--- config.mk ---
export PLATFORM = sky130hd
export DESIGN_NAME = regs_sb_flat
export DESIGN_NICKNAME = d
export VERILOG_FILES = /design/src/rtl/regs_sb_pkg.sv /design/src/rtl/regs_sb_if.sv /design/src/rtl/regs_sb_scoreboard.sv /design/src/rtl/regs_sb.sv /design/src/flat_wrapper.sv
export SDC_FILE = /design/constraint.sdc
export NUM_CORES = 2
export LEC_CHECK = 0
export CORE_MARGIN = 2
export CORE_UTILIZATION = 30
export CTS_CLUSTER_DIAMETER = 100
export CTS_CLUSTER_SIZE = 30
export DETAILED_ROUTE_END_ITERATION = 8
export PLACE_DENSITY = 0.5
export REMOVE_ABC_BUFFERS = 1
export SYNTH_ARGS = -nofsm -noshare
export SYNTH_HDL_FRONTEND = slang
export SYNTH_SLANG_ARGS = --single-unit
export TNS_END_PERCENT = 50
--- constraint.sdc ---
create_clock -name clk_i -period 7.1 [get_ports clk_i]
set_input_delay 1.775 -clock clk_i [delete_from_list [all_inputs] [get_ports clk_i]]
set_output_delay 1.775 -clock clk_i [all_outputs]
set_load 0.05 [all_outputs]
--- src/rtl/regs_sb_pkg.sv ---
// Shared types and helpers for the register file with integrated busy-bit scoreboard.
// Optional feature macro used by this slice: REGS_SB_FWD_EN (same-cycle writeback bypass).
package regs_sb_pkg;

    localparam int XLEN_DEF  = 64;
    localparam int NREGS_DEF = 32;
    localparam int NRD_DEF   = 2;
    localparam int AW_DEF    = $clog2(NREGS_DEF);

    // Widest busy vector the popcount helper accepts; NREGS must not exceed it.
    localparam int POP_MAX   = 1024;

    typedef logic [AW_DEF-1:0] reg_addr_t;

    // x0 is hardwired to zero and never tracked by the scoreboard.
    localparam reg_addr_t REG_ZERO = '0;

    // Number of set bits; callers zero-extend narrower vectors into POP_MAX bits.
    function automatic int unsigned popcount(input logic [POP_MAX-1:0] v);
        int unsigned n;
        n = 0;
        for (int i = 0; i < POP_MAX; i++) begin
            n += {31'b0, v[i]};
        end
        return n;
    endfunction

endpackage

--- src/rtl/regs_sb_if.sv ---
// Decode/writeback bus of the register file. The slave modport is the register file,
// the master modport is the pipeline (decode + writeback stages).
interface regs_sb_if #(
    parameter int XLEN  = 64,
    parameter int NREGS = 32,
    parameter int NRD   = 2
);
    localparam int AW = $clog2(NREGS);

    logic [NRD*AW-1:0]   rd_addr_i;
    logic [NRD*XLEN-1:0] rd_data_o;
    logic [NRD-1:0]      rd_busy_o;
    logic [NRD-1:0]      rd_used_i;
    logic                iss_valid_i;
    logic                iss_wen_i;
    logic [AW-1:0]       iss_waddr_i;
    logic                stall_o;
    logic                wb_wen_i;
    logic [AW-1:0]       wb_waddr_i;
    logic [XLEN-1:0]     wb_wdata_i;
    logic                flush_i;
    logic [AW:0]         busy_cnt_o;

    modport slave (
        input  rd_addr_i, rd_used_i, iss_valid_i, iss_wen_i, iss_waddr_i,
               wb_wen_i, wb_waddr_i, wb_wdata_i, flush_i,
        output rd_data_o, rd_busy_o, stall_o, busy_cnt_o
    );

    modport master (
        output rd_addr_i, rd_used_i, iss_valid_i, iss_wen_i, iss_waddr_i,
               wb_wen_i, wb_waddr_i, wb_wdata_i, flush_i,
        input  rd_data_o, rd_busy_o, stall_o, busy_cnt_o
    );
endinterface

--- src/rtl/regs_sb_scoreboard.sv ---
// Busy-bit vector with flush > set > clear priority, plus a registered popcount of the vector.
module regs_scoreboard
    import regs_sb_pkg::*;
#(
    parameter int NREGS = NREGS_DEF,
    localparam int AW   = $clog2(NREGS)
) (
    input  logic             clk_i,
    input  logic             rst_n_i,
    input  logic             set_en_i,
    input  logic [AW-1:0]    set_addr_i,
    input  logic             clr_en_i,
    input  logic [AW-1:0]    clr_addr_i,
    input  logic             flush_i,
    output logic [NREGS-1:0] busy_o,
    output logic [AW:0]      busy_cnt_o
);

    logic [NREGS-1:0] r_busy;
    logic [NREGS-1:0] w_busy_next;
    logic [AW:0]      r_busy_cnt;

    // Next busy state: flush wipes everything; otherwise clear first so a same-edge set wins.
    always_comb begin
        w_busy_next = r_busy;
        if (flush_i) begin
            w_busy_next = '0;
        end else begin
            if (clr_en_i) w_busy_next[clr_addr_i] = 1'b0;
            if (set_en_i) w_busy_next[set_addr_i] = 1'b1;
        end
        w_busy_next[0] = 1'b0;
    end

    // Busy bits and their count are updated together so the count always matches the vector.
    always_ff @(posedge clk_i or negedge rst_n_i) begin
        if (!rst_n_i) begin
            r_busy     <= '0;
            r_busy_cnt <= '0;
        end else begin
            r_busy     <= w_busy_next;
            r_busy_cnt <= (AW+1)'(popcount(POP_MAX'(w_busy_next)));
        end
    end

    assign busy_o     = r_busy;
    assign busy_cnt_o = r_busy_cnt;

endmodule

--- src/rtl/regs_sb.sv ---
// Register file (x0 hardwired to zero) with NRD combinational read ports and an
// integrated busy-bit scoreboard that produces the decode stall.
// Define REGS_SB_FWD_EN to bypass same-cycle writeback data/busy onto the read ports.
module regs_sb
    import regs_sb_pkg::*;
#(
    parameter int XLEN  = XLEN_DEF,
    parameter int NREGS = NREGS_DEF,
    parameter int NRD   = NRD_DEF
) (
    input  logic     clk_i,
    input  logic     rst_n_i,
    regs_sb_if.slave bus
);

    localparam int AW = $clog2(NREGS);

    logic [XLEN-1:0]  r_regs [NREGS];
    logic             w_wb_we;
    logic [NREGS-1:0] w_busy;
    logic [NREGS-1:0] w_busy_eff;
    logic [AW:0]      w_busy_cnt;
    logic [AW-1:0]    w_rd_addr [NRD];
    logic [XLEN-1:0]  w_rd_data [NRD];
    logic             w_rd_busy [NRD];
    logic [NRD-1:0]   w_raw;
    logic             w_waw;
    logic             w_stall;
    logic             w_set_en;

    assign w_wb_we = bus.wb_wen_i && (bus.wb_waddr_i != '0);

    // Architectural register array; x0 is never written so it stays at its reset value of zero.
    always_ff @(posedge clk_i or negedge rst_n_i) begin
        if (!rst_n_i) begin
            for (int i = 0; i < NREGS; i++) r_regs[i] <= '0;
        end else if (w_wb_we) begin
            r_regs[bus.wb_waddr_i] <= bus.wb_wdata_i;
        end
    end

`ifdef REGS_SB_FWD_EN
    // The register retiring this cycle is treated as already free.
    assign w_busy_eff = w_busy & ~(w_wb_we ? (NREGS'(1) << bus.wb_waddr_i) : '0);
`else
    assign w_busy_eff = w_busy;
`endif

    for (genvar gi = 0; gi < NRD; gi++) begin : g_rd
        assign w_rd_addr[gi] = bus.rd_addr_i[gi*AW +: AW];
`ifdef REGS_SB_FWD_EN
        assign w_rd_data[gi] = (w_rd_addr[gi] == '0) ? '0 :
                               (w_wb_we && bus.wb_waddr_i == w_rd_addr[gi]) ? bus.wb_wdata_i :
                               r_regs[w_rd_addr[gi]];
`else
        assign w_rd_data[gi] = (w_rd_addr[gi] == '0) ? '0 : r_regs[w_rd_addr[gi]];
`endif
        assign w_rd_busy[gi] = w_busy_eff[w_rd_addr[gi]];
        assign w_raw[gi]     = bus.rd_used_i[gi] && w_rd_busy[gi];
    end

    // Pack per-port read results onto the bus.
    always_comb begin
        bus.rd_data_o = '0;
        bus.rd_busy_o = '0;
        for (int k = 0; k < NRD; k++) begin
            bus.rd_data_o[k*XLEN +: XLEN] = w_rd_data[k];
            bus.rd_busy_o[k]              = w_rd_busy[k];
        end
    end

    assign w_waw    = bus.iss_wen_i && (bus.iss_waddr_i != '0) && w_busy_eff[bus.iss_waddr_i];
    assign w_stall  = bus.iss_valid_i && ((|w_raw) || w_waw);
    assign w_set_en = bus.iss_valid_i && !w_stall && !bus.flush_i &&
                      bus.iss_wen_i && (bus.iss_waddr_i != '0);

    regs_scoreboard #(.NREGS(NREGS)) u_sb (
        .clk_i      (clk_i),
        .rst_n_i    (rst_n_i),
        .set_en_i   (w_set_en),
        .set_addr_i (bus.iss_waddr_i),
        .clr_en_i   (w_wb_we),
        .clr_addr_i (bus.wb_waddr_i),
        .flush_i    (bus.flush_i),
        .busy_o     (w_busy),
        .busy_cnt_o (w_busy_cnt)
    );

    assign bus.stall_o    = w_stall;
    assign bus.busy_cnt_o = w_busy_cnt;

endmodule

--- src/flat_wrapper.sv ---
// flat-port wrapper written by rule: the top's interface ports become plain ports
module regs_sb_flat import regs_sb_pkg::*;
#(
    parameter int XLEN  = XLEN_DEF,
    parameter int NREGS = NREGS_DEF,
    parameter int NRD   = NRD_DEF
)
  (clk_i, rst_n_i, bus_rd_addr_i, bus_rd_used_i, bus_iss_valid_i, bus_iss_wen_i, bus_iss_waddr_i, bus_wb_wen_i, bus_wb_waddr_i, bus_wb_wdata_i, bus_flush_i, bus_rd_data_o, bus_rd_busy_o, bus_stall_o, bus_busy_cnt_o);
  regs_sb_if #(.XLEN(XLEN), .NREGS(NREGS), .NRD(NRD)) bus_i ();
  input  logic clk_i;
  input  logic rst_n_i;
  input wire logic [$bits(bus_i.rd_addr_i)-1:0] bus_rd_addr_i;
  input wire logic [$bits(bus_i.rd_used_i)-1:0] bus_rd_used_i;
  input wire logic [$bits(bus_i.iss_valid_i)-1:0] bus_iss_valid_i;
  input wire logic [$bits(bus_i.iss_wen_i)-1:0] bus_iss_wen_i;
  input wire logic [$bits(bus_i.iss_waddr_i)-1:0] bus_iss_waddr_i;
  input wire logic [$bits(bus_i.wb_wen_i)-1:0] bus_wb_wen_i;
  input wire logic [$bits(bus_i.wb_waddr_i)-1:0] bus_wb_waddr_i;
  input wire logic [$bits(bus_i.wb_wdata_i)-1:0] bus_wb_wdata_i;
  input wire logic [$bits(bus_i.flush_i)-1:0] bus_flush_i;
  output wire logic [$bits(bus_i.rd_data_o)-1:0] bus_rd_data_o;
  output wire logic [$bits(bus_i.rd_busy_o)-1:0] bus_rd_busy_o;
  output wire logic [$bits(bus_i.stall_o)-1:0] bus_stall_o;
  output wire logic [$bits(bus_i.busy_cnt_o)-1:0] bus_busy_cnt_o;
  assign bus_i.rd_addr_i = bus_rd_addr_i;
  assign bus_i.rd_used_i = bus_rd_used_i;
  assign bus_i.iss_valid_i = bus_iss_valid_i;
  assign bus_i.iss_wen_i = bus_iss_wen_i;
  assign bus_i.iss_waddr_i = bus_iss_waddr_i;
  assign bus_i.wb_wen_i = bus_wb_wen_i;
  assign bus_i.wb_waddr_i = bus_wb_waddr_i;
  assign bus_i.wb_wdata_i = bus_wb_wdata_i;
  assign bus_i.flush_i = bus_flush_i;
  assign bus_rd_data_o = bus_i.rd_data_o;
  assign bus_rd_busy_o = bus_i.rd_busy_o;
  assign bus_stall_o = bus_i.stall_o;
  assign bus_busy_cnt_o = bus_i.busy_cnt_o;
  regs_sb #(.XLEN(XLEN), .NREGS(NREGS), .NRD(NRD)) u_core (.clk_i(clk_i), .rst_n_i(rst_n_i), .bus(bus_i));
endmodule
Word level (Yosys, flattened, before mapping):

Cells that the tools add are included.

* mux-type cells: 25
* $lt $le $gt $ge: 10
* reductions and logical operators: 21
* bitwise gates (word level): 6
* add/sub/neg operators: 30

Operator list (count)
* bitwise mux 2048 bit: 1
* binary-select mux 64 bit (select 5 bit): 2
* two-way mux 64 bit: 7
* demux 64 bit (select 5 bit): 1
* adder 6 x 1 -> 6 bit: 25
* two-way mux 32 bit: 4
* bitwise AND 32 bit: 1
* NOT 32 bit: 1
* OR 32 bit: 1
* less-than comparator 5 x 6 -> 1 bit, second input constant: 4
* >= comparator 6 bit, second input constant: 3
* NOT 5 -> 6 bit: 3
* binary-select mux 1 bit (select 5 bit): 3
* logical AND 1 bit: 13
* demux 1 bit (select 5 bit): 2
* >= comparator 5 x 1 -> 1 bit, second input constant: 2
* zero test 5 bit: 2
* nonzero test 5 bit: 2
* adder 5 x 1 -> 6 bit: 1
* less-than comparator 6 x 1 -> 1 bit, second input constant: 1
* adder 4 x 1 -> 5 bit: 1
* two-way mux 1 bit: 5
* adder 3 x 1 -> 4 bit: 1
* adder 2 x 1 -> 3 bit: 1
* other kinds (4): 5

* input port bits: 92
* register bits: 2085

Depth between registers and ports, before layout:

* depth in word-level cells: 43
* mapped depth: 28
* gate-level depth less buffers: 24

Modules after synthesis:

From an unflattened synthesis, not the netlist that was laid out.

* cell total of the unflattened synthesis: 7005
* area, all modules: 111803.5 µm²

Modules (own cells, without submodules)
* regs_sb: cells each 6752, times used 1, seq. area each 51249.2 µm², area an instance 109252.3 µm²
* regs_scoreboard: cells each 253, times used 1, seq. area each 925.9 µm², area an instance 2551.2 µm²

Worst setup path after synthesis:

Ideal clock, no wire load.

* kind: input port to flip-flop
* start: input port bus_rd_addr_i[5]
* end: register u_core.u_sb.r_busy_cnt[4], in the netlist u_core.u_sb.busy_cnt_o[4]
* arrival: 7.729 ns
* path buffers: 2
* path slack: -0.709 ns
* required time: 7.020 ns
* stages on the path: 22
* path through: buf_6 > mux4_2 > o31a_1 > o311ai_2 > a31oi_1 > or2_1 > buf_6 > o41a_1 > fa_1 > inv_1 > fa_1 > inv_1 > fa_1 > fa_1 > fa_1 > fa_1 > fa_1 > inv_1 > fa_1 > a21o_1 > a21oi_1 > xnor2_1

* word-level cells in the longest chain between the ends: 43

Ends and longest elaborated chain
* start: declaration: line flat_wrapper.sv:12 `input wire logic [$bits(bus_i.rd_addr_i)-1:0] bus_rd_addr_i;`
* binary-select mux 1 bit (select 5 bit) *: line regs_sb.sv:58 `assign w_rd_busy[gi] = w_busy_eff[w_rd_addr[gi]];`
* two-way mux 1 bit (not written as such) *: line regs_sb.sv:58
* logical AND 1 bit *: line regs_sb.sv:59 `assign w_raw[gi] = bus.rd_used_i[gi] && w_rd_busy[gi];`
* OR reduction 2 bit *: line regs_sb.sv:73 `assign w_stall = bus.iss_valid_i && ((|w_raw) || w_waw);`
* logical OR 1 bit *: line regs_sb.sv:73
* logical AND 1 bit *: line regs_sb.sv:73
* zero test 1 bit *: line regs_sb.sv:74 `assign w_set_en = bus.iss_valid_i && !w_stall && !bus.flush_i &&`
* logical AND 1 bit * (3 in a row): line regs_sb.sv:74
* [2 not listed]
* two-way mux 32 bit *: line regs_sb_scoreboard.sv:26 `if (flush_i) begin`
* adder 1 x 1 -> 2 bit: line regs_sb_pkg.sv:23 `n += {31'b0, v[i]};`
* adder 2 x 1 -> 3 bit: line regs_sb_pkg.sv:23
* adder 3 x 1 -> 4 bit: line regs_sb_pkg.sv:23
* adder 4 x 1 -> 5 bit: line regs_sb_pkg.sv:23
* adder 5 x 1 -> 6 bit: line regs_sb_pkg.sv:23
* adder 6 x 1 -> 6 bit (24 in a row): line regs_sb_pkg.sv:23
* adder 6 x 1 -> 6 bit *: line regs_sb_pkg.sv:23
* end signal: assignment: line regs_sb_scoreboard.sv:42 `r_busy_cnt <= (AW+1)'(popcount(POP_MAX'(w_busy_next)));`
* end: declaration: line regs_sb_scoreboard.sv:21 `logic [AW:0] r_busy_cnt;`

Every way passes the cells marked *; elsewhere a longest branch is shown, timed or not. The select of a mux whose other input is x is not followed.
A chain may end at the register's enable or synchronous reset.

Final worst setup path:

Same ends and word-level chain as after synthesis.

==> impl_summary.log <==
[metrics] setup repair after global routing missed its margin: yes
[metrics] number of port buffers: 228
[metrics] most frequent standard cell in the layout excluding fill and tap cells: sky130_fd_sc_hd__dfrtp_1
[metrics] number of global-route vias before repair: 73119
[metrics] floorplan die width: 614 um
[metrics] Worst Hold Launch: u_core.r_regs[1998]$_DFFE_PN0P_
[metrics] die boundary height: 614 um
[metrics] clock period minus final worst setup slack: 7150 ps
[metrics] start-to-end type of the worst setup path: input pin to register
[metrics] HPWL Detailed: 224000 um
[metrics] Synth Cell Area: 111000 um2
[metrics] count of flip-flops with a built-in enable after synthesis: 0
[metrics] violations in the final reports: negative setup slack
[metrics] share of async-settable or async-resettable flops after synthesis: 100%
[metrics] library cells used by synthesis: 59
[metrics] number of antenna violations at the first check in global routing: 32
[metrics] Synth Register Bits: 2085
[metrics] CP max FO: 7
[metrics] area share of the largest cell type after synthesis: 46.8%
[metrics] count of yosys warnings during synthesis: 0
[metrics] total wirelength of the detailed-routed design: 389000 um
[metrics] post-route worst setup slack: -46.9 ps
[metrics] CTS clk-pin slew, worst paths: 100 ps
[metrics] clock root buffer master: sky130_fd_sc_hd__clkbuf_16
[metrics] number of clock sinks seen by CTS: 2085
[metrics] TritonRoute pass-1 iters: 5
[metrics] total area of multi-input combinational cells: 56200 um2
[metrics] largest net degree at the start of global routing: 159
[metrics] Worst-Margin Slew: 1250 ps
[metrics] Worst path slowest cell: sky130_fd_sc_hd__fa_1
[metrics] num ports: 229
[metrics] clock tree skew after final layout: 39.3 ps
[metrics] Longest Clk Path Bufs: 3
[metrics] # Max-Cap Violations: 0
[metrics] Area contributors post-synth: sky130_fd_sc_hd__dfrtp_1 47%, sky130_fd_sc_hd__mux4_2 23%, sky130_fd_sc_hd__mux2_2 21%
[metrics] Bufs and invs on worst path: 5
[metrics] # fillers: 35491
[metrics] most used cell along the critical path: sky130_fd_sc_hd__fa_1
[metrics] Total Power Consumption: 32.0 mW
[metrics] Die Outline Area: 377000 um2
[metrics] worst hold-check path type: register to register
[metrics] first-pass GRT wire length: 558000 um
[metrics] TritonCTS clock tree: done
[metrics] run status: finished, violations left
[metrics] crit-path leading delay family: adder cells
[metrics] top_reg_cell synth: sky130_fd_sc_hd__dfrtp_1
[metrics] list of cells traversed by the critical path: buf_16 > mux4_2 > o31a_1 > o311ai_4 > a31oi_2 > or2_4 > buf_6 > o31a_1 > fa_1 > inv_1 > fa_1 > inv_2 > fa_1 > fa_1 > fa_1 > fa_1 > fa_2 > inv_2 > fa_2 > a21o_1 > a21oi_2 > xnor2_1
[metrics] Pleak: 53.3 nW
[metrics] period utilisation layout: 101%
[metrics] critical path arrival: 7890 ps
[metrics] final total negative setup slack: -46.9 ps
[metrics] fraction of final layout cells with drive strength greater than 1: 55.5%
[metrics] part of the Yosys area used for sequential elements: 46.8%
[metrics] per-cell via count in the routed design: 5.62
[metrics] highest ir drop seen on vdd: 0.202 mV
[metrics] total count of hold-check failures in the final report: 0
[metrics] area taken by flip-flops and latches: 52200 um2
[metrics] vias after detailed routing: 69192
[metrics] number of setup violations in the final report: 1
[metrics] core area: 369000 um2
[metrics] Critical Path Max Stage Delay: 540 ps
[metrics] ratio of total power to cell area: 253 nW/um2
[metrics] achievable frequency: 140 MHz
[metrics] Routed Antenna Nets: 0
[metrics] top library cells by usage in the layout, fill and taps aside: 2085 x sky130_fd_sc_hd__dfrtp_1, 2045 x sky130_fd_sc_hd__mux2_2, 1118 x sky130_fd_sc_hd__mux4_2
[metrics] drt first-iter violations: 5631
[metrics] overall overflow remaining after global route: 0
[metrics] Syn Area/Cell: 15.3 um2
[metrics] post-detailed-route wirelength per cell: 31.6 um
[metrics] worst reg2reg startpoint: u_core.u_sb.busy_o[15]$_DFF_PN0_
[metrics] Slew Viols, Final: 0
[metrics] Crit path required time: 7840 ps
[metrics] NumNets Final: 7398
[metrics] number of buffers created by CTS: 106
[metrics] Initial Utilization: 30.2%
[metrics] Layout Area Growth over Synthesis: 13.6%
[metrics] cts-stage hold buffer count: 0
[metrics] level count of the clock H-tree: 3
[metrics] Skew-Pair Late Insertion Delay: 840 ps
[metrics] remaining routing DRC violations: 0
[metrics] placer's final routability congestion estimate: 0.879
[metrics] Total Routing Usage GR: 20.4%
[metrics] biggest area consumer among synthesized cells: sky130_fd_sc_hd__dfrtp_1
[metrics] setup slack of the worst register-to-register path: 580 ps
[metrics] total number of placement rows: 223
[metrics] relative max-transition margin: 16.3%
[metrics] synthesized instance count: 7302
[metrics] origin of the worst setup path: bus_rd_addr_i[5]
[metrics] critical path startpoint category: input pin
[metrics] Critical Path Sink Type: register
## state kept, by name, summed over array words and instances, names as in the netlist
name,flops
u_core.u_sb.busy_o,31
u_core.r_regs,2048
u_core.u_sb.busy_cnt_o,6
## metal layers
layer	up-vias	global-route usage [%]	share of wire, %
li1	27991	-	-
met1	38965	28.3	44
met2	1797	34.2	49
met3	415	2.59	4.7
met4	24	4.61	2.4
met5	-	0	0.035
## area by class of cell
type	instances	share of cell area (%)
Antenna cell	6	0.0119
Clock buffer	116	2.17
Clock inverter	78	0.844
Inverter	41	0.137
Multi-Input combinational cell	4320	44.4
Sequential cell	2085	41.2
Tap cell	4950	4.89
Timing Repair Buffer	722	6.36
## logic make-up (layout without fill, tap and decap cells)
kind of cell               after synthesis  after routing  synth area share (%)
muxes                                 3349           3349                  44.9
other                                    0              6                     0
xor gates and xnor gates                 3              3                0.0236
AOI/OAI and AO/OA                      494            494                  2.70
adders and majority gates               30             30                 0.492
buffers and inverters                  897            957                  3.24
DFF                                   2085           2085                  46.8
and+or+nand+nor                        444            444                  1.84
## stage by stage
stage | utilization [%] | cells | hold WS (ps) | worst slack, ps | area (um2)
floorplan | - | 6446 | 365 | -5890 | 108000
global placement | 33.0 | 12097 | 376 | -1490 | 122000
detailed placement | 33.0 | 12097 | 382 | -1450 | 122000
CTS | 34.2 | 12303 | 403 | -57.0 | 126000
global route | 34.3 | 12316 | 420 | -130 | 127000
finish | 34.3 | 12318 | 402 | -46.9 | 127000
## path summary, 6_finish.rpt
path / to / cells after the start
worst max-delay path: u_core.u_sb.busy_cnt_o[4]$_DFF_PN0_ / 22
worst min-delay path: u_core.r_regs[1998]$_DFFE_PN0P_ / 0
worst max register to register: u_core.u_sb.busy_cnt_o[4]$_DFF_PN0_ / 21
worst min register to register: u_core.r_regs[1998]$_DFFE_PN0P_ / 0
max in group asynchronous: u_core.r_regs[436]$_DFFE_PN0P_ / 3
min in group asynchronous: u_core.r_regs[1985]$_DFFE_PN0P_ / 1
## synthesized netlist by cell type, types with 2 or more instances
cell                           n
sky130_fd_sc_hd__o22ai_1      60
sky130_fd_sc_hd__buf_1        47
sky130_fd_sc_hd__nand3b_1     18
sky130_fd_sc_hd__dfrtp_1    2085
sky130_fd_sc_hd__xor2_1        2
sky130_fd_sc_hd__fa_1         23
sky130_fd_sc_hd__o41ai_2       4
sky130_fd_sc_hd__ha_1          7
sky130_fd_sc_hd__a31oi_1       3
sky130_fd_sc_hd__nand2_1     193
sky130_fd_sc_hd__or2_2         5
sky130_fd_sc_hd__a21oi_1     251
sky130_fd_sc_hd__o21ai_0      60
sky130_fd_sc_hd__nor2b_1       9
sky130_fd_sc_hd__or3_1         3
sky130_fd_sc_hd__mux2_2     2045
sky130_fd_sc_hd__nor4_1        2
sky130_fd_sc_hd__a21o_1        4
sky130_fd_sc_hd__inv_1        40
sky130_fd_sc_hd__a221oi_1      2
sky130_fd_sc_hd__mux2i_1     186
sky130_fd_sc_hd__a22oi_1       2
sky130_fd_sc_hd__nand3_1      11
sky130_fd_sc_hd__mux4_2     1118
sky130_fd_sc_hd__buf_4        14
sky130_fd_sc_hd__o221ai_1     52
sky130_fd_sc_hd__nor3_1       68
sky130_fd_sc_hd__and2_1        3
sky130_fd_sc_hd__nand4_1       5
sky130_fd_sc_hd__o32ai_1       4
sky130_fd_sc_hd__or3b_2       15
sky130_fd_sc_hd__buf_2       130
sky130_fd_sc_hd__nand2b_1     14
sky130_fd_sc_hd__o31ai_1      23
sky130_fd_sc_hd__and3_1        2
sky130_fd_sc_hd__a2111oi_0     3
sky130_fd_sc_hd__buf_6         4
sky130_fd_sc_hd__clkbuf_1    661
sky130_fd_sc_hd__o211ai_1      2
sky130_fd_sc_hd__nor3b_1       5
sky130_fd_sc_hd__nor2_1       87
sky130_fd_sc_hd__o31a_1       11
sky130_fd_sc_hd__o41a_1        3
## where the power goes
group / internal (mW) / switching [mW]
Sequential: 14.1 / 1.56
Combinational: 4.93 / 3.54
Clock: 3.26 / 4.67
Total: 22.3 / 9.78
## worst reg2reg max path: cells and delay by family (launching register included)
family,cells,cell delay (ps)
adders and majority gates,8,3560
AOI/OAI and AO/OA,6,1140
muxes,1,510
DFF,1,500
and+or+nand+nor,1,320
buffers and inverters,4,290
xor gates and xnor gates,1,140
## timing repair
action                                 4_1_cts  5_1_grt
buffers inserted                             6        6
gates cloned                                 6        3
setup endpoints to repair                  105       37
endpoints found under the hold margin        0        0
pin swaps                                   28       28
resized for setup                           72       31
No activity file was read; power rests on OpenSTA's default activity.
